## src/rtl/ravenoc_pkg.sv

```systemverilog
// Shared NoC flit types: request/response link structs and flit-type encoding.
package ravenoc_pkg;

    localparam int unsigned FlitWidth   = 34;
    localparam int unsigned FlitTpWidth = 2;
    localparam int unsigned VcIdWidth   = 2;

    typedef enum logic [FlitTpWidth-1:0] {
        HEAD_FLIT      = 2'd0,
        BODY_FLIT      = 2'd1,
        TAIL_FLIT      = 2'd2,
        HEAD_TAIL_FLIT = 2'd3
    } flit_type_t;

    typedef struct packed {
        logic                 fvalid;
        logic [VcIdWidth-1:0] vc_id;
        logic [FlitWidth-1:0] flit_data;
    } s_flit_req_t;

    typedef struct packed {
        logic ready;
    } s_flit_resp_t;

    // Flit type occupies the top bits of the flit word.
    function automatic flit_type_t get_flit_type(input logic [FlitWidth-1:0] flit);
        return flit_type_t'(flit[FlitWidth-1 -: FlitTpWidth]);
    endfunction

endpackage

```

## src/rtl/output_module_if.sv

```systemverilog
// Link bundle of one router output port: per-input flit links, downstream link, status.
interface output_module_if #(
    parameter int unsigned NumInputs = 4
) ();
    import ravenoc_pkg::*;

    s_flit_req_t  [NumInputs-1:0] fin_req_i;
    s_flit_resp_t [NumInputs-1:0] fin_resp_o;
    logic         [NumInputs-1:0] port_sel_i;
    s_flit_req_t                  fout_req_o;
    s_flit_resp_t                 fout_resp_i;
    logic         [NumInputs-1:0] grant_o;
    logic                         full_o;
    logic                         empty_o;

    modport slave (
        input  fin_req_i, port_sel_i, fout_resp_i,
        output fin_resp_o, fout_req_o, grant_o, full_o, empty_o
    );

    modport master (
        output fin_req_i, port_sel_i, fout_resp_i,
        input  fin_resp_o, fout_req_o, grant_o, full_o, empty_o
    );

endinterface

```

## src/rtl/output_module_rr_arbiter.sv

```systemverilog
// Round-robin arbiter: combinational one-hot grant searched from one above the
// last recorded winner; the winner is recorded only on the update strobe.
module rr_arbiter #(
    parameter int unsigned NumInputs = 4
) (
    input  logic                 clk,
    input  logic                 arst,
    input  logic [NumInputs-1:0] req_i,
    input  logic                 update_i,
    output logic [NumInputs-1:0] grant_o
);

    localparam int unsigned IdxW = (NumInputs > 1) ? $clog2(NumInputs) : 1;

    logic [IdxW-1:0] last_q;
    logic [IdxW-1:0] win_idx;
    logic [IdxW-1:0] idx;
    logic            found;

    always_comb begin
        grant_o = '0;
        win_idx = '0;
        idx     = '0;
        found   = 1'b0;
        for (int unsigned k = 1; k <= NumInputs; k++) begin
            idx = IdxW'((32'(last_q) + k) % NumInputs);
            if (!found && req_i[idx]) begin
                grant_o[idx] = 1'b1;
                win_idx      = idx;
                found        = 1'b1;
            end
        end
    end

    always_ff @(posedge clk or negedge arst) begin
        if (!arst) begin
            last_q <= '0;
        end else if (update_i && found) begin
            last_q <= win_idx;
        end
    end

endmodule

```

## src/rtl/output_module.sv

```systemverilog
// Router output port: wormhole lock per packet, round-robin among requesting
// inputs, and a small output flit FIFO towards the downstream link.
module output_module #(
    parameter int unsigned NumInputs   = 4,
    parameter int unsigned OutBufDepth = 2
) (
    input logic            clk,
    input logic            arst,
    output_module_if.slave bus
);
    import ravenoc_pkg::*;

    localparam int unsigned PtrW = $clog2(OutBufDepth);
    localparam int unsigned EntW = VcIdWidth + FlitWidth;

    typedef enum logic {IDLE, LOCKED} state_t;

    state_t               state_q, state_d;
    logic [NumInputs-1:0] req, arb_req, arb_grant, grant, owner_q;
    logic                 update, push, pop, xfer, drop;
    s_flit_req_t          sel_flit;
    flit_type_t           sel_type;

    logic [EntW-1:0]      mem_q [OutBufDepth];
    logic [EntW-1:0]      rd_ent;
    logic [PtrW-1:0]      wr_ptr_q, rd_ptr_q;
    logic [PtrW:0]        count_q;
    logic                 full, empty, err_q;

    always_comb begin
        req = '0;
        for (int unsigned i = 0; i < NumInputs; i++) begin
            req[i] = bus.fin_req_i[i].fvalid & bus.port_sel_i[i];
        end
    end

    // While locked, the owner is the only request, so the arbiter's grant is
    // the owner and the update strobe on TAIL moves the pointer past it.
    assign arb_req = (state_q == LOCKED) ? owner_q : req;

    rr_arbiter #(.NumInputs(NumInputs)) u_rr_arbiter (
        .clk      (clk),
        .arst     (arst),
        .req_i    (arb_req),
        .update_i (update),
        .grant_o  (arb_grant)
    );

    assign grant = arst ? arb_grant : '0;

    always_comb begin
        sel_flit = '0;
        for (int unsigned i = 0; i < NumInputs; i++) begin
            if (grant[i]) begin
                sel_flit = bus.fin_req_i[i];
            end
        end
    end

    assign sel_type = get_flit_type(sel_flit.flit_data);
    assign full     = (count_q == (PtrW+1)'(OutBufDepth));
    assign empty    = (count_q == '0);
    assign xfer     = (|grant) & ~full & sel_flit.fvalid;
    assign pop      = ~empty & bus.fout_resp_i.ready;

    always_ff @(posedge clk or negedge arst) begin
        if (!arst) begin
            state_q <= IDLE;
        end else begin
            state_q <= state_d;
        end
    end

    always_comb begin
        state_d = state_q;
        unique case (state_q)
            IDLE:    if (xfer && sel_type == HEAD_FLIT) state_d = LOCKED;
            LOCKED:  if (xfer && sel_type == TAIL_FLIT) state_d = IDLE;
            default: state_d = IDLE;
        endcase
    end

    always_comb begin
        push   = 1'b0;
        drop   = 1'b0;
        update = 1'b0;
        unique case (state_q)
            IDLE: begin
                if (xfer) begin
                    unique case (sel_type)
                        HEAD_FLIT:      push = 1'b1;
                        HEAD_TAIL_FLIT: begin push = 1'b1; update = 1'b1; end
                        default:        drop = 1'b1;
                    endcase
                end
            end
            LOCKED: begin
                push   = xfer;
                update = xfer & (sel_type == TAIL_FLIT);
            end
            default: ;
        endcase
        bus.grant_o = grant;
        for (int unsigned i = 0; i < NumInputs; i++) begin
            bus.fin_resp_o[i].ready = grant[i] & ~full;
        end
    end

    always_ff @(posedge clk or negedge arst) begin
        if (!arst) begin
            owner_q <= '0;
            err_q   <= 1'b0;
        end else begin
            if (state_q == IDLE && xfer && sel_type == HEAD_FLIT) owner_q <= grant;
            if (drop) err_q <= 1'b1;
        end
    end

    always_ff @(posedge clk or negedge arst) begin
        if (!arst) begin
            wr_ptr_q <= '0;
            rd_ptr_q <= '0;
            count_q  <= '0;
        end else begin
            if (push) wr_ptr_q <= wr_ptr_q + 1'b1;
            if (pop)  rd_ptr_q <= rd_ptr_q + 1'b1;
            unique case ({push, pop})
                2'b10:   count_q <= count_q + 1'b1;
                2'b01:   count_q <= count_q - 1'b1;
                default: count_q <= count_q;
            endcase
        end
    end

    always_ff @(posedge clk) begin
        if (push) mem_q[wr_ptr_q] <= {sel_flit.vc_id, sel_flit.flit_data};
    end

    assign rd_ent = mem_q[rd_ptr_q];

    always_comb begin
        bus.fout_req_o.fvalid    = ~empty;
        bus.fout_req_o.vc_id     = rd_ent[EntW-1 -: VcIdWidth];
        bus.fout_req_o.flit_data = rd_ent[FlitWidth-1:0];
        bus.full_o               = full;
        bus.empty_o              = empty;
    end

endmodule

```

## src/flat_wrapper.sv

```systemverilog
// flat-port wrapper written by rule: the top's interface ports become plain ports
module output_module_flat import ravenoc_pkg::*;
#(
    parameter int unsigned NumInputs   = 4,
    parameter int unsigned OutBufDepth = 2
)
  (clk, arst, bus_fin_req_i, bus_port_sel_i, bus_fout_resp_i, bus_fin_resp_o, bus_fout_req_o, bus_grant_o, bus_full_o, bus_empty_o);
  output_module_if #(.NumInputs(NumInputs)) bus_i ();
  input logic clk;
  input logic arst;
  input wire logic [$bits(bus_i.fin_req_i)-1:0] bus_fin_req_i;
  input wire logic [$bits(bus_i.port_sel_i)-1:0] bus_port_sel_i;
  input wire logic [$bits(bus_i.fout_resp_i)-1:0] bus_fout_resp_i;
  output wire logic [$bits(bus_i.fin_resp_o)-1:0] bus_fin_resp_o;
  output wire logic [$bits(bus_i.fout_req_o)-1:0] bus_fout_req_o;
  output wire logic [$bits(bus_i.grant_o)-1:0] bus_grant_o;
  output wire logic [$bits(bus_i.full_o)-1:0] bus_full_o;
  output wire logic [$bits(bus_i.empty_o)-1:0] bus_empty_o;
  assign bus_i.fin_req_i = bus_fin_req_i;
  assign bus_i.port_sel_i = bus_port_sel_i;
  assign bus_i.fout_resp_i = bus_fout_resp_i;
  assign bus_fin_resp_o = bus_i.fin_resp_o;
  assign bus_fout_req_o = bus_i.fout_req_o;
  assign bus_grant_o = bus_i.grant_o;
  assign bus_full_o = bus_i.full_o;
  assign bus_empty_o = bus_i.empty_o;
  output_module #(.NumInputs(NumInputs), .OutBufDepth(OutBufDepth)) u_core (.clk(clk), .arst(arst), .bus(bus_i));
endmodule
```

## config.mk

```make
export PLATFORM = sky130hd
export DESIGN_NAME = output_module_flat
export DESIGN_NICKNAME = d
export VERILOG_FILES = /design/src/rtl/ravenoc_pkg.sv /design/src/rtl/output_module_if.sv /design/src/rtl/output_module_rr_arbiter.sv /design/src/rtl/output_module.sv /design/src/flat_wrapper.sv
export SDC_FILE = /design/constraint.sdc
export NUM_CORES = 1
export LEC_CHECK = 0
export CAP_MARGIN = 20
export CORE_MARGIN = 5
export CORE_UTILIZATION = 40
export DETAILED_ROUTE_END_ITERATION = 7
export PLACE_DENSITY = 0.75
export SLEW_MARGIN = 10
export SYNTH_ARGS = -nofsm -noshare
export SYNTH_HDL_FRONTEND = slang
export SYNTH_HIERARCHICAL = 1
export SYNTH_SLANG_ARGS = --single-unit
```

## constraint.sdc

```tcl
create_clock -name clk -period 6.9 [get_ports clk]
set_input_delay 1.035 -clock clk [delete_from_list [all_inputs] [get_ports clk]]
set_output_delay 1.035 -clock clk [all_outputs]
set_load 0.01 [all_outputs]
```

==> results of run 1 <==
sequential cells by signal, indices dropped and copies added (netlist names):
name	flops
u_core/u_rr_arbiter/last_q	2
u_core/state_q	1
u_core/wr_ptr_q	1
u_core/count_q	2
u_core/owner_q	4
u_core/rd_ptr_q	1
u_core/mem_q	72
power by group:
group | switching (W) | leakage (nW) | total (W) | internal, W
registers | 0 | 0.637 | 0.000538 | 0.000538
logic | 0.0000202 | 1.56 | 0.0000970 | 0.0000768
clock network | 0.000192 | 0.142 | 0.000474 | 0.000282
layer usage:
layer / wire (um) / part of all wire (%) / vias to the layer above / global-route usage [%]
met3: 984 / 6.5 / 18 / 4.397
met5: 0 / 0 / - / 0
met4: 220 / 1.5 / 0 / 5.807
met2: 7660 / 51 / 159 / 35.38
li1: - / - / 2014 / -
met1: 6219 / 41 / 2009 / 24.18
critical path, cell delays in order:
cell             delay (ns)
clkdlybuf4s50_1        0.48
nand2_1                0.06
o21ai_0                0.62
mux2i_2                0.32
mux2i_2                0.42
a2111oi_2              0.12
o2bb2ai_4              0.61
nor2b_4                0.25
a22oi_1                0.22
o21ai_0                0.09
a22o_1                 0.29
ha_1                   0.31
a21oi_2                0.22
and2_2                 0.77
placed cells by master (no fill, tap or decap), types with 3 or more instances in the layout:
master / n
clkdlybuf4s50_1: 201
edfxtp_1: 72
nand2_1: 53
o21ai_0: 44
mux2_2: 37
a22oi_1: 36
a22o_1: 36
ha_1: 12
dfrtp_1: 10
clkbuf_16: 9
inv_1: 9
nor2_1: 8
nor2b_1: 7
buf_4: 7
and3_1: 7
and2_1: 6
o22ai_1: 5
mux2_4: 4
nand2b_1: 4
a21oi_1: 3
xor2_1: 3
mux2i_2: 3
a2111oi_1: 3
cells by family (layout without fill, tap and decap cells):
group           after synthesis  count (layout)  synth area share [%]
fa+ha+maj                    12              12                 3.068
xor+xnor                      5               5                0.8951
simple gates                 99              99                 9.946
mux                          47              47                 11.48
flops                        83              83                 49.81
buf+inv                      42             233                 3.810
compound gates              142             142                 20.99
cell type report:
type | count | area [sq um]
inverter | 9 | 33.78
clock inverter | 7 | 76.32
sequential | 83 | 2439
timing repair buffer | 208 | 2064
fill | 949 | 4668
multi-input combinational | 305 | 2321
clock buffer | 9 | 225.2
tap | 147 | 183.9
metrics by stage:
stage	power, W	setup WS, ns
final	0.001109	0.9937
after global routing	0.001145	0.6140
after CTS	0.001121	1.047
after detailed placement	0.0006456	0.6647
after global placement	0.0006454	0.9221
after floorplan	0.0005530	1.119
path summary, 6_finish.rpt:
| check | start | slack, ns | to |
|---|---|---|---|
| min in group asynchronous | arst | 1.12 | u_core/owner_q[2] |
| max reg2reg | u_core/u_rr_arbiter/last_q[1] | 1.55 | u_core/mem_q[1][31] |
| max | bus_fin_req_i[147] | 0.99 | u_core/mem_q[1][31] |
| min | u_core/count_q[1] | 0.48 | u_core/count_q[1] |
| min reg2reg | u_core/count_q[1] | 0.48 | u_core/count_q[1] |
| max in group asynchronous | arst | 5.29 | u_core/rd_ptr_q |
==> results.sh, run 1 <==
export IMPL_status="completed"
export IMPL_synth_area_sq_mm=0.004893
export IMPL_area_growth_pct=50.06
export IMPL_dpl_hpwl_mm=11.39
export IMPL_cp_arrival_ns=5.86
export IMPL_leakage_nw=2.341
export IMPL_avgSynthCellArea_sq_um=11.38
export IMPL_slew_violations=0
export IMPL_synth_nets=597
export IMPL_ctsHoldBuffers=0
export IMPL_io_buffers=201
export IMPL_clkSinkCount=83
export IMPL_hp_class="register to register"
export IMPL_final_setup_tns_ns=0
export IMPL_initial_core_util_pct=40.74
export IMPL_grt_max_degree=45
export IMPL_remaining_drc_errors=0
export IMPL_powerDensity_mw_per_mm2=151.1
export IMPL_netlist_area_leader_share_pct=44.18
export IMPL_finalNonFillerCells=768
export IMPL_crit_fanout=36
export IMPL_yosysMostFrequentCell="edfxtp_1"
export IMPL_synth_top_cell_by_area="edfxtp_1"
export IMPL_whs_path_depth=1
export IMPL_ys_seq_area_share_pct=49.81
export IMPL_timing_hold_ws_ns=0.4767
export IMPL_ys_types=50
export IMPL_worstMarginPinSlew_ns=0.9525
export IMPL_final_util_pct=61.14
export IMPL_worstSetupPathType="primary input to register"
export IMPL_async_flop_share_pct=13.25
export IMPL_max_vdd_ir_drop_mv=0.1021
export IMPL_rsz0062_at_grt="false"
export IMPL_clk_pin_slew_ns=0.06
export IMPL_crit_path_start_kind="primary input"
export IMPL_worstRegToRegCells=13
export IMPL_finalSetupViolCount=0
export IMPL_cts_tree="done"
export IMPL_ctsLongestPathBuffers=2
export IMPL_layout_nets=783
export IMPL_viasPerCell=5.469
export IMPL_antenna_left=0
export IMPL_detailed_place_area_sq_mm=0.007042
export IMPL_synth_edf_count=72
export IMPL_clock_fmax_mhz=169.3
export IMPL_die_area_sq_mm=0.01455
export IMPL_antenna_found_initial=0
export IMPL_final_area_sq_mm=0.007343
export IMPL_end_kind="register"
export IMPL_wl_mm=15.08
export IMPL_grt_pass1_wl_mm=22.76
export IMPL_yosysWarnings=6
export IMPL_fin_crit_ns=5.906
export IMPL_diodes=0
export IMPL_clock_latency_ns=0.33
export IMPL_wl_per_cell_um=19.64
export IMPL_synth_seq_cells=83
export IMPL_yosys_top_cells_area="edfxtp_1 44%, mux2_2 8.5%, a22o_1 6.4%, dfrtp_1 5.6%, a22oi_1 5.5%"
export IMPL_drive_gt1_share_pct=13.04
export IMPL_firstDrtPassIters=4
export IMPL_io_pins=202
export IMPL_htree_num_levels=3
export IMPL_cts_resized_gates=0
export IMPL_place_congestion=0.8887
export IMPL_critPathRequiredTime_ns=6.85
export IMPL_maxCapViolations=0
export IMPL_fp_dieW_um=120.6
export IMPL_drtIter0Drc=184
export IMPL_dp_cells=752
export IMPL_cts_root_buf="clkbuf_16"
export IMPL_ys_flop_type="edfxtp_1"
export IMPL_cts_setup_buffers=0
export IMPL_grt_overflow_total=0
export IMPL_numCtsBuffers=9
export IMPL_synthTopCellsByCount="72 x edfxtp_1, 53 x nand2_1, 44 x o21ai_0, 37 x mux2_2"
export IMPL_finalClockSkew_ns=0.01237
export IMPL_grt_usage_pct=19.91
export IMPL_vias=4200
export IMPL_slew_headroom_pct=36.40
export IMPL_hold_violations=0
export IMPL_min_period_over_period_pct=85.60
export IMPL_core_sq_mm=0.01201
export IMPL_grt_pass1_vias=4303
export IMPL_die_h_um=120.6
export IMPL_syn_inst=430
export IMPL_row_count=40
Power figures use the tool's default switching activity.
==> inputs of run 2 (changes only) <==
--- a/config.mk
+++ b/config.mk
@@ -5,9 +5,10 @@
 export SDC_FILE = /design/constraint.sdc
 export NUM_CORES = 1
 export LEC_CHECK = 0
-export CAP_MARGIN = 20
+export CAP_MARGIN = 25
 export CORE_MARGIN = 5
 export CORE_UTILIZATION = 40
+export CTS_CLUSTER_SIZE = 10
 export DETAILED_ROUTE_END_ITERATION = 7
 export PLACE_DENSITY = 0.75
 export SLEW_MARGIN = 10
==> results of run 2 <==
No change in the layout: final DEF, timing and power equal those of run 1.
